==> src/rtl/disp_scan_ctrl_if.sv <==
// Bus bundle for the multiplexed 4-digit display scanner: the write port,
// the blanking control and the scan outputs.
interface disp_scan_ctrl_if;
    logic        iWrEn;
    logic [15:0] iData;
    logic [3:0]  iDp;
    logic        iBlankLz;
    logic [3:0]  oHex;
    logic [3:0]  oAn;
    logic        oDp;
    logic        oPending;
    logic        oFrame;

    modport master (
        output iWrEn, iData, iDp, iBlankLz,
        input  oHex, oAn, oDp, oPending, oFrame
    );

    modport slave (
        input  iWrEn, iData, iDp, iBlankLz,
        output oHex, oAn, oDp, oPending, oFrame
    );
endinterface

==> src/rtl/disp_scan_ctrl.sv <==
// Four-digit multiplexed display scanner. Each digit owns a slot of
// SLOT_CYCLES clocks, the first GAP_CYCLES of which keep all anodes off to
// avoid ghosting. New data lands in a shadow set and is copied to the
// active set only at the frame boundary, so a frame is never torn.
module disp_scan_ctrl #(
    parameter int SLOT_CYCLES = 50000,
    parameter int GAP_CYCLES  = 500
) (
    input  logic      iClk,
    input  logic      iReset,
    disp_scan_ctrl_if.slave bus
);
    localparam int CW = (SLOT_CYCLES > 1) ? $clog2(SLOT_CYCLES) : 1;
    localparam logic [CW-1:0] CNT_LAST = CW'(SLOT_CYCLES - 1);

    logic [CW-1:0] cnt;
    logic [1:0]    idx;
    logic [15:0]   sh_data;
    logic [3:0]    sh_dp;
    logic          pending;
    logic [15:0]   act_data;
    logic [3:0]    act_dp;

    logic          slot_end;
    logic          frame_end;
    logic          in_gap;
    logic [3:0]    zero_from;
    logic [3:0]    blank;
    logic [3:0]    an;

    assign slot_end  = (cnt == CNT_LAST);
    assign frame_end = slot_end && (idx == 2'd3);

    // With no gap configured the digit is lit for the whole slot.
    generate
        if (GAP_CYCLES == 0) begin : g_no_gap
            assign in_gap = 1'b0;
        end else begin : g_gap
            assign in_gap = (cnt < CW'(GAP_CYCLES));
        end
    endgenerate

    // Slot timer, digit index, shadow/active register sets.
    always_ff @(posedge iClk) begin
        if (iReset) begin
            cnt      <= '0;
            idx      <= '0;
            sh_data  <= '0;
            sh_dp    <= '0;
            pending  <= 1'b0;
            act_data <= '0;
            act_dp   <= '0;
        end else begin
            if (slot_end) begin
                cnt <= '0;
                idx <= idx + 2'd1;
            end else begin
                cnt <= cnt + CW'(1);
            end

            if (frame_end && pending) begin
                act_data <= sh_data;
                act_dp   <= sh_dp;
                pending  <= 1'b0;
            end

            // A write in the boundary cycle re-arms pending after the copy.
            if (bus.iWrEn) begin
                sh_data <= bus.iData;
                sh_dp   <= bus.iDp;
                pending <= 1'b1;
            end
        end
    end

    // Leading-zero blanking: digit k goes dark when it and every digit above
    // it are zero and it carries no decimal point. Digit 0 always shows.
    always_comb begin
        zero_from    = '0;
        blank        = '0;
        zero_from[3] = (act_data[15:12] == 4'h0);
        zero_from[2] = zero_from[3] && (act_data[11:8] == 4'h0);
        zero_from[1] = zero_from[2] && (act_data[7:4] == 4'h0);
        zero_from[0] = zero_from[1] && (act_data[3:0] == 4'h0);
        for (int k = 1; k < 4; k++) begin
            blank[k] = bus.iBlankLz && zero_from[k] && !act_dp[k];
        end
    end

    // Anode select for the current digit, dark in the gap or when blanked.
    always_comb begin
        an = 4'b1111;
        if (!in_gap && !blank[idx]) begin
            an = ~(4'b0001 << idx);
        end
    end

    assign bus.oAn      = an;
    assign bus.oHex     = act_data[{idx, 2'b00} +: 4];
    assign bus.oDp      = (an != 4'b1111) ? ~act_dp[idx] : 1'b1;
    assign bus.oPending = pending;
    assign bus.oFrame   = frame_end;

endmodule

==> src/flat_wrapper.sv <==
// flat-port wrapper written by rule: the top's interface ports become plain ports
module disp_scan_ctrl_flat 
#(
    parameter int SLOT_CYCLES = 50000,
    parameter int GAP_CYCLES  = 500
)
  (iClk, iReset, bus_iWrEn, bus_iData, bus_iDp, bus_iBlankLz, bus_oHex, bus_oAn, bus_oDp, bus_oPending, bus_oFrame);
  disp_scan_ctrl_if bus_i ();
  input  logic iClk;
  input  logic iReset;
  input wire logic [$bits(bus_i.iWrEn)-1:0] bus_iWrEn;
  input wire logic [$bits(bus_i.iData)-1:0] bus_iData;
  input wire logic [$bits(bus_i.iDp)-1:0] bus_iDp;
  input wire logic [$bits(bus_i.iBlankLz)-1:0] bus_iBlankLz;
  output wire logic [$bits(bus_i.oHex)-1:0] bus_oHex;
  output wire logic [$bits(bus_i.oAn)-1:0] bus_oAn;
  output wire logic [$bits(bus_i.oDp)-1:0] bus_oDp;
  output wire logic [$bits(bus_i.oPending)-1:0] bus_oPending;
  output wire logic [$bits(bus_i.oFrame)-1:0] bus_oFrame;
  assign bus_i.iWrEn = bus_iWrEn;
  assign bus_i.iData = bus_iData;
  assign bus_i.iDp = bus_iDp;
  assign bus_i.iBlankLz = bus_iBlankLz;
  assign bus_oHex = bus_i.oHex;
  assign bus_oAn = bus_i.oAn;
  assign bus_oDp = bus_i.oDp;
  assign bus_oPending = bus_i.oPending;
  assign bus_oFrame = bus_i.oFrame;
  disp_scan_ctrl #(.SLOT_CYCLES(SLOT_CYCLES), .GAP_CYCLES(GAP_CYCLES)) u_core (.iClk(iClk), .iReset(iReset), .bus(bus_i));
endmodule
==> config.mk <==
export PLATFORM = sky130hd
export DESIGN_NAME = disp_scan_ctrl_flat
export DESIGN_NICKNAME = d
export VERILOG_FILES = /design/src/rtl/disp_scan_ctrl_if.sv /design/src/rtl/disp_scan_ctrl.sv /design/src/flat_wrapper.sv
export SDC_FILE = /design/constraint.sdc
export NUM_CORES = 1
export LEC_CHECK = 0
export ABC_AREA = 1
export CORE_MARGIN = 5
export CORE_UTILIZATION = 50
export DETAILED_ROUTE_END_ITERATION = 6
export GPL_TIMING_DRIVEN = 0
export PLACE_DENSITY_LB_ADDON = 0.12
export SLEW_MARGIN = 10
export SYNTH_ARGS = -nofsm -noshare
export SYNTH_HDL_FRONTEND = slang
export SYNTH_SLANG_ARGS = --single-unit
==> constraint.sdc <==
create_clock -name iClk -period 1.8 [get_ports iClk]
set_input_delay 0.54 -clock iClk [delete_from_list [all_inputs] [get_ports iClk]]
set_output_delay 0.54 -clock iClk [all_outputs]
set_load 0.02 [all_outputs]
==> qor.yml, run 1 <==
cts:
  clock_latency_ns: 0.34
  clk_pin_slew_worst_paths_ns: 0.06
  cts-htree-levels: 3
  cts_made_buffers: 9
  clock_sinks: 59
  cts_buffer_depth: 2
  clock-root-buffer: "sky130_fd_sc_hd__clkbuf_8"
  cts_hold_repair_buffers: 0
  cts_tree: "built"
detailed_routing:
  ant_nets: 0
  drt-pass1-iter-count: 5
  drt_iter0_markers: 214
  wirelength_um: 6780
  avgViaCountPerCell: 5.23
  wl_per_cell_um: 13.3
  total_via_count_in_the_routed_design: 2661
  drc: 0
placement:
  place.gp.congestion: 0.851
  numPortBuffers: 33
  detailedPlacementHpwl_um: 4860
  placedCellCount: 485
synthesis:
  number_of_storage_elements_in_the_synthesis_netlist: 59
  yosys.area_share.adder_pct: 2.23
  synth_cell_type_count: 35
  muxShareOfSynthArea_pct: 0
  syn_std_cell_area_um2: 2800
  mappedNetlistNets: 409
  seq_area_frac_synth_pct: 42.2
  synth_top_family_by_area: "simple AND/OR/NAND/NOR gates"
  synthSimpleGateAreaFrac_pct: 32.9
  synth_xor_xnor_area_share_pct: 0.626
  synth_compound_area_share_pct: 13.4
  synth_warnings: 0
  syn_area_per_cell_um2: 7.37
  synthCells: 380
sta:
  worst-slew-pin-transition_ns: 0.488
  final-setup-viol-count: 10
  timing.clock.skew_ns: 0.00719
  grt_setup_unrepaired: "true"
  post-route-worst-setup-slack_ns: -0.450
  slew_headroom_pct: 67.5
  hold_viol: 0
  fin_crit_sh_pct: 125
  max_freq_mhz: 445
  period_minus_slack_ns: 2.25
  slew_viol_final: 0
global_routing:
  first_global_vias: 2502
  grt_first_pass_wirelength_um: 11300
  antenna_found_initial: 0
  groute.usage.overall_pct: 19.6
  overflow: 0
  grt_max_degree: 11
final_layout:
  filler_cell_count: 507
  post_layout_util_pct: 66.2
  area_growth_pct: 29.4
  leading_cell_type_in_the_layout_fill_and_taps_excluded: "sky130_fd_sc_hd__nand2_1"
  post_layout_nonfiller_instances: 509
  mostFrequentLayoutCells: "99 x sky130_fd_sc_hd__nand2_1, 53 x sky130_fd_sc_hd__dfxtp_1, 51 x sky130_fd_sc_hd__a21oi_1, 32 x sky130_fd_sc_hd__nor2_1, 22 x sky130_fd_sc_hd__clkdlybuf4s50_1"
  design.final.nets: 463
  final_layout_size_suffix_gt1_share_pct: 20.8
  diodes: 0
pwr:
  worst_ir_drop_vdd_v: 0.000608
  leakagePower_nw: 1.37
  total_chip_power_mw: 2.74
  power_density_over_the_cells_nw_per_um2: 757
setup_path:
  timing.critical_path.required_ns: 1.26
  endpoint_kind: "output port"
  critical_path_fanouts_max: 6
  arrival_ns: 1.71
  worstSetupPathType: "flop to output port"
  critPathLaunchType: "flop"
floorplanning:
  die-width_um: 84.8
  std_cell_rows: 27
  fp.dieH_um: 84.8
  initial_core_utilization_pct: 51.2
  coreArea_um2: 5470
  design.die.area_um2: 7200
  pin_count: 35
flow_run:
  number_of_max_capacitance_violations_reported: 0
worst_hold_path:
  hold_path_class: "flop to flop"
outcome:
  failed_checks: "negative setup slack"
  status: "finished with violations"
[what timing repair did]
item / in CTS / in global routing
cloned: 1 / 0
endpoints found under the setup margin: 11 / 10
resized for setup: 76 / 20
buffers inserted: 5 / 4
pin swaps: 7 / 8
[cell usage after synthesis, drive strengths merged]
master / count / area share (%)
a21oi: 51 / 9.1
a31oi: 1 / 0.22
and2: 1 / 0.22
buf: 11 / 3.5
clkbuf: 10 / 1.6
dfxtp: 59 / 42
ha: 5 / 2.2
inv: 26 / 3.5
nand2: 107 / 15
nand3: 15 / 3.6
nand4: 21 / 4.7
nor2: 42 / 7.2
nor3: 3 / 0.94
nor3b: 3 / 0.98
nor4: 2 / 0.45
o211ai: 2 / 0.54
o21ai: 13 / 2.3
o21bai: 1 / 0.27
o22ai: 2 / 0.45
o31ai: 2 / 0.54
or2: 1 / 0.22
xor2: 2 / 0.63
[cells by family (layout without fill, tap and decap cells)]
group,count (synthesis),after routing
AO/OA/AOI/OAI,72,72
buffers and inverters,47,104
adder cells (fa/ha/maj),5,5
AND/OR/NAND/NOR,195,195
XOR/XNOR,2,2
flip-flops,59,59
[worst max-delay path, stage by stage (launching register included)]
cell and delay, ns:
sky130_fd_sc_hd__dfxtp_2 0.35, sky130_fd_sc_hd__buf_6 0.11, sky130_fd_sc_hd__clkinvlp_4 0.12, sky130_fd_sc_hd__clkbuf_8 0.18, sky130_fd_sc_hd__ha_4 0.16, sky130_fd_sc_hd__o211ai_1 0.17
sky130_fd_sc_hd__nand2_1 0.10, sky130_fd_sc_hd__nand2_2 0.07, sky130_fd_sc_hd__buf_6 0.11
[layout make-up]
type / instances / area, µm² / area share (%)
Tap cell: 72 / 90.1 / 2.49
Multi-Input combinational cell: 274 / 1470 / 40.6
Clock inverter: 2 / 35.0 / 0.967
Buffer: 21 / 171 / 4.73
Sequential cell: 59 / 1190 / 33.0
Timing Repair Buffer: 43 / 390 / 10.8
Clock buffer: 12 / 165 / 4.56
Inverter: 26 / 105 / 2.90
[power by group]
| part | total (mW) | internal [mW] | switching, mW |
|---|---|---|---|
| registers | 1.36 | 1.34 | 0.0246 |
| logic | 0.157 | 0.0794 | 0.0778 |
| clock network | 1.23 | 0.735 | 0.491 |
[registers in the layout, indices dropped and copies added, names as in the netlist]
register	flops
u_core.act_data	16
u_core.cnt	16
u_core.sh_data	16
u_core.act_dp	4
u_core.sh_dp	4
u_core.idx	2
u_core.bus.oPending	1
[per-layer routing]
layer / part of all wire [%] / vias to the layer above / global-route usage (%)
li1: - / 1365 / -
met1: 45 / 1225 / 24.2
met2: 48 / 64 / 31.9
met3: 4.8 / 7 / 6.21
met4: 1.4 / 0 / 7.63
met5: 0 / - / 0
[final timing paths]
kind	start	end	slack [ns]	cells after the start
setup / recovery	u_core.idx[0]$_SDFFE_PP0P_	bus_oDp	-0.45	8
hold / removal	u_core.cnt[0]$_SDFF_PP0_	u_core.cnt[0]$_SDFF_PP0_	0.45	1
setup reg to reg	u_core.cnt[0]$_SDFF_PP0_	u_core.act_dp[0]$_SDFFE_PP0P_	0.15	10
hold reg to reg	u_core.cnt[0]$_SDFF_PP0_	u_core.cnt[0]$_SDFF_PP0_	0.45	1
[per-stage QoR]
step / hold slack (ns) / TNS [ns] / cell area, µm² / worst slack (ns)
after global routing: 0.463 / -4.40 / 3620 / -0.566
after detailed placement: 0.450 / -6.79 / 3240 / -0.866
after floorplan: 0.417 / 0 / 2820 / 0.00648
after global placement: 0.434 / -6.65 / 3240 / -0.854
final: 0.446 / -3.49 / 3620 / -0.450
after CTS: 0.426 / -3.50 / 3540 / -0.420
(Power assumes the default switching activity.)
==> run 2: changes to the inputs <==
--- a/config.mk
+++ b/config.mk
@@ -10,7 +10,7 @@
 export CORE_UTILIZATION = 50
 export DETAILED_ROUTE_END_ITERATION = 6
 export GPL_TIMING_DRIVEN = 0
-export PLACE_DENSITY_LB_ADDON = 0.12
+export PLACE_DENSITY = 0.76
 export SLEW_MARGIN = 10
 export SYNTH_ARGS = -nofsm -noshare
 export SYNTH_HDL_FRONTEND = slang
==> run 2 against run 1 <==
Effect of this change: the flow still finishes with violations (negative setup slack); global-route usage shrank 0.27 points; utilization is 0.46 points higher; die area did not move; count of clock-buffer cells in the layout decreased by 3; final cell count rose by 0.20%; worst setup slack improved by 0.030 ns; clock power up 9.8%; register-to-register slack about the same; sequential power barely moved; largest power group unchanged.
==> qor.yml, run 2 (synthesis results as in run 1) <==
detailed_routing:
  ant_nets: 0
  drc: 0
  total_via_count_in_the_routed_design: 2648
  drt-pass1-iter-count: 4
  wirelength_um: 6650
  avgViaCountPerCell: 5.19
  wl_per_cell_um: 13.0
  drt_iter0_markers: 198
cts:
  clock_latency_ns: 0.33
  cts_buffer_depth: 2
  cts-htree-levels: 3
  cts_tree: "built"
  cts_made_buffers: 9
  clk_pin_slew_worst_paths_ns: 0.07
  cts_hold_repair_buffers: 0
  clock_sinks: 59
  clock-root-buffer: "sky130_fd_sc_hd__clkbuf_8"
sta:
  slew_headroom_pct: 65.7
  hold_viol: 0
  timing.clock.skew_ns: 0.00719
  fin_crit_sh_pct: 123
  worst-slew-pin-transition_ns: 0.515
  max_freq_mhz: 450
  grt_setup_unrepaired: "true"
  fin_tns_setup_ns: -3.88
  period_minus_slack_ns: 2.22
  post-route-worst-setup-slack_ns: -0.420
  final-setup-viol-count: 10
  slew_viol_final: 0
floorplanning:
  coreArea_um2: 5470
  die-width_um: 84.8
  design.die.area_um2: 7200
  std_cell_rows: 27
  fp.dieH_um: 84.8
  initial_core_utilization_pct: 51.2
  pin_count: 35
setup_path:
  worst_path_max_delay_cell: "sky130_fd_sc_hd__dfxtp_4"
  arrival_ns: 1.68
  worstSetupPathType: "flop to output port"
  critPathLaunchType: "flop"
  endpoint_kind: "output port"
  max_stage_delay_ns: 0.36
  worst_path_most_repeated_cell: "sky130_fd_sc_hd__buf_6"
  critical_path_fanouts_max: 6
  timing.critical_path.required_ns: 1.26
  worstPathCellList: "buf_6 > clkinvlp_4 > buf_8 > ha_4 > o211ai_1 > nand2_1 > nand2_2 > buf_6"
global_routing:
  groute.usage.overall_pct: 19.3
  grt_first_pass_wirelength_um: 11300
  antenna_found_initial: 0
  grt_max_degree: 13
  first_global_vias: 2513
  overflow: 0
pwr:
  power_density_over_the_cells_nw_per_um2: 786
  worst_ir_drop_vdd_v: 0.000591
  leakagePower_nw: 1.38
placement:
  postPlaceCellArea_um2: 3240
  numPortBuffers: 33
  place.gp.congestion: 0.887
  detailedPlacementHpwl_um: 4660
  placedCellCount: 485
  post-place-ws_ns: -0.902
final_layout:
  design.final.nets: 462
  area_growth_pct: 30.3
  postLayoutCellArea_um2: 3650
  mostFrequentLayoutCells: "97 x sky130_fd_sc_hd__nand2_1, 52 x sky130_fd_sc_hd__dfxtp_1, 51 x sky130_fd_sc_hd__a21oi_1, 30 x sky130_fd_sc_hd__nor2_1"
  filler_cell_count: 464
  layout_top_registers: "u_core.act_data x16, u_core.cnt x16, u_core.sh_data x16"
  post_layout_util_pct: 66.6
  leading_cell_type_in_the_layout_fill_and_taps_excluded: "sky130_fd_sc_hd__nand2_1"
  post_layout_nonfiller_instances: 510
  diodes: 0
  final_layout_size_suffix_gt1_share_pct: 22.4
worst_hold_path:
  hold_path_class: "flop to flop"
outcome:
  failed_checks: "negative setup slack"
  status: "finished with violations"
flow_run:
  number_of_max_capacitance_violations_reported: 0
run 2: cell count changes in the layout (fill, tap and decap cells not counted), sizes merged:
cell	change
dlymetal6s2s	+1
bufinv	+1
buf	-1
clkdlybuf4s50	-1
inv	+2
clkinvlp	+1
clkinv	+1
clkbuf	-3
run 2: worst paths after layout:
path	depth (start not counted)	slack [ns]	startpoint	to
worst min register to register	2	0.47	u_core.act_data[1]$_SDFFE_PP0P_	u_core.act_data[1]$_SDFFE_PP0P_
worst min-delay path	2	0.47	u_core.act_data[1]$_SDFFE_PP0P_	u_core.act_data[1]$_SDFFE_PP0P_
worst max register to register	10	0.16	u_core.cnt[0]$_SDFF_PP0_	u_core.act_dp[2]$_SDFFE_PP0P_
worst max-delay path	8	-0.42	u_core.idx[0]$_SDFFE_PP0P_	bus_oDp
run 2: what timing repair did:
action                     4_1_cts  5_1_grt
pin swaps                        9        9
cloned                           1        0
buffers inserted                 6        2
resized for setup               80       18
setup endpoints to repair       11       10
run 2: metrics by stage:
| step | hold WS [ns] | total power [mW] |
|---|---|---|
| 4_1_cts | 0.422 | 2.88 |
| 3_3_place_gp | 0.430 | 1.54 |
| 5_1_grt | 0.473 | 2.96 |
| 3_5_place_dp | 0.445 | 1.54 |
| 6_report | 0.466 | 2.87 |
| 2_1_floorplan | 0.417 | 1.46 |
run 2: where the power goes:
| part | switching, mW | total [mW] | internal, mW |
|---|---|---|---|
| clock network | 0.559 | 1.35 | 0.788 |
| logic | 0.0789 | 0.160 | 0.0812 |
| registers | 0.0241 | 1.36 | 1.34 |
run 2: layout make-up:
cell class                      count  area, µm²  share of cell area [%]
Tap cell                           72       90.1                    2.47
Inverter                           26        101                    2.78
Clock buffer                        9        124                    3.40
Timing Repair Buffer               42        388                    10.6
Buffer                             21        165                    4.53
Multi-Input combinational cell    274       1490                    40.7
Clock inverter                      7        101                    2.78
Sequential cell                    59       1190                    32.7
run 2: critical path: cells and delay by family (launching register included):
kind	cells	cell delay, ns
buffers and inverters	4	0.55
DFF	1	0.36
adders and majority gates	1	0.16
AOI/OAI and AO/OA	1	0.15
and+or+nand+nor	2	0.14
run 2: per-layer routing:
metal  vias to the layer above  track usage, %  share of wire, %
met5                         -               0                 0
met4                         0            8.78               1.6
met3                         8            3.79               5.7
met2                        78            30.4                46
met1                      1186            25.7                47
li1                       1376               -                 -
==> run 3: changes to the inputs <==
--- a/config.mk
+++ b/config.mk
@@ -10,7 +10,7 @@
 export CORE_UTILIZATION = 50
 export DETAILED_ROUTE_END_ITERATION = 6
 export GPL_TIMING_DRIVEN = 0
-export PLACE_DENSITY = 0.76
+export PLACE_DENSITY = 0.85
 export SLEW_MARGIN = 10
 export SYNTH_ARGS = -nofsm -noshare
 export SYNTH_HDL_FRONTEND = slang
==> run 3 against run 2 <==
Effect of this change: the flow still finishes with violations (negative setup slack); utilization up 2.6 points; die area unchanged; sequential power about the same; cell area up 3.9%; combinational power up 3%; sequential share of layout area down 1.1 points; routed wire length up 9.5%.
==> qor.yml, run 3 (synthesis results as in run 1) <==
pwr:
  worst_ir_drop_vdd_v: 0.000869
  leakagePower_nw: 1.45
  power_density_over_the_cells_nw_per_um2: 838
  total_chip_power_mw: 3.18
sta:
  fin_crit_sh_pct: 122
  final-setup-viol-count: 10
  timing.clock.skew_ns: 0.00670
  grt_setup_unrepaired: "true"
  hold_viol: 0
  post-route-worst-setup-slack_ns: -0.390
  fin_tns_setup_ns: -2.93
  slew_headroom_pct: 63.4
  slew_viol_final: 0
  max_freq_mhz: 457
  worst-slew-pin-transition_ns: 0.549
  hold-worst-slack_ns: 0.464
  period_minus_slack_ns: 2.19
floorplanning:
  coreArea_um2: 5470
  fp.dieH_um: 84.8
  std_cell_rows: 27
  pin_count: 35
  initial_core_utilization_pct: 51.2
  design.die.area_um2: 7200
  die-width_um: 84.8
placement:
  numPortBuffers: 33
  placedCellCount: 485
  postPlaceCellArea_um2: 3240
  post-place-ws_ns: -0.931
  detailedPlacementHpwl_um: 4690
  place.gp.congestion: 0.921
setup_path:
  timing.critical_path.required_ns: 1.26
  worstSetupPathType: "flop to output port"
  max_stage_delay_ns: 0.35
  worst_path_most_repeated_cell: "sky130_fd_sc_hd__buf_4"
  critPathLaunchType: "flop"
  worstPathCellList: "buf_6 > inv_8 > clkbuf_8 > buf_4 > a21oi_4 > o21ai_2 > o31ai_2 > buf_4"
  arrival_ns: 1.65
  critical_path_fanouts_max: 6
  endpoint_kind: "output port"
  worst_path_max_delay_cell: "sky130_fd_sc_hd__dfxtp_2"
detailed_routing:
  wirelength_um: 7280
  ant_nets: 0
  wl_per_cell_um: 14.0
  drc: 0
  avgViaCountPerCell: 5.33
  drt_iter0_markers: 223
  total_via_count_in_the_routed_design: 2772
  drt-pass1-iter-count: 4
cts:
  clk_pin_slew_worst_paths_ns: 0.07
  cts_hold_repair_buffers: 0
  clock_sinks: 59
  cts-htree-levels: 3
  cts_tree: "built"
  clock_latency_ns: 0.34
  cts_buffer_depth: 2
  clock-root-buffer: "sky130_fd_sc_hd__clkbuf_8"
  cts_made_buffers: 9
global_routing:
  overflow: 0
  grt_first_pass_wirelength_um: 11800
  grt_max_degree: 11
  first_global_vias: 2602
  antenna_found_initial: 0
  groute.usage.overall_pct: 20.7
final_layout:
  layout_top_registers: "u_core.act_data x16, u_core.cnt x16, u_core.sh_data x16"
  final_layout_size_suffix_gt1_share_pct: 25.0
  post_layout_util_pct: 69.3
  mostFrequentLayoutCells: "98 x sky130_fd_sc_hd__nand2_1, 51 x sky130_fd_sc_hd__dfxtp_1, 49 x sky130_fd_sc_hd__a21oi_1, 29 x sky130_fd_sc_hd__nor2_1, 24 x sky130_fd_sc_hd__buf_4"
  post_layout_nonfiller_instances: 520
  filler_cell_count: 445
  multi_input_comb_area_um2: 1480
  diodes: 0
  design.final.nets: 472
  leading_cell_type_in_the_layout_fill_and_taps_excluded: "sky130_fd_sc_hd__nand2_1"
  final-seq-area_um2: 1200
  postLayoutCellArea_um2: 3790
  area_growth_pct: 35.3
outcome:
  failed_checks: "negative setup slack"
  status: "finished with violations"
flow_run:
  number_of_max_capacitance_violations_reported: 0
worst_hold_path:
  hold_path_class: "flop to flop"
-- run 3: changes by cell type in the layout (fill, tap and decap cells not counted), sizes merged --
cell	delta
clkinvlp	-2
dlymetal6s2s	-1
clkinv	-2
inv	-1
bufinv	+2
clkbuf	+3
dlygate4sd2	+1
buf	+10
-- run 3: what timing repair did --
action	in CTS	in global routing
cloned	1	0
hold endpoints to repair	0	0
resized for setup	95	16
setup endpoints to repair	11	11
setup buffers	13	6
pin swaps	10	10
-- run 3: final timing paths --
path                                   startpoint                                to  slack [ns]  depth (start not counted)
setup reg to reg         u_core.cnt[0]$_SDFF_PP0_  u_core.act_data[11]$_SDFFE_PP0P_        0.11                         11
hold / removal    u_core.sh_data[15]$_SDFFE_PP0P_   u_core.sh_data[15]$_SDFFE_PP0P_        0.46                          2
setup / recovery       u_core.idx[0]$_SDFFE_PP0P_                       bus_oHex[3]       -0.39                          8
hold reg to reg   u_core.sh_data[15]$_SDFFE_PP0P_   u_core.sh_data[15]$_SDFFE_PP0P_        0.46                          2
-- run 3: layer usage --
layer	vias to the layer above	track usage (%)	routed length, µm
met5	-	0	0
met4	0	14.1	272
met3	26	5.53	460
met2	92	31.4	3380
met1	1264	25.6	3160
li1	1390	-	-
-- run 3: final cells by class --
cell class              instances  area share, %
clock inverters                 4           3.17
well taps                      72           2.38
inverters                      26           2.87
flip-flops and latches         59           31.6
multi-input cells             274           39.0
repair buffers                 52           12.2
clock buffers                  12           4.09
plain buffers                  21           4.62
-- run 3: worst max-delay path, delay by kind of cell, from the launching register on --
| family | cells | cell delay, ns |
|---|---|---|
| compound gates | 3 | 0.30 |
| buf+inv | 5 | 0.64 |
| flops | 1 | 0.35 |
-- run 3: power breakdown --
group	internal (mW)	switching, mW	total (mW)
Sequential	1.33	0.0245	1.36
Combinational	0.0841	0.0808	0.165
Clock	1.14	0.518	1.65
Total	2.55	0.623	3.18
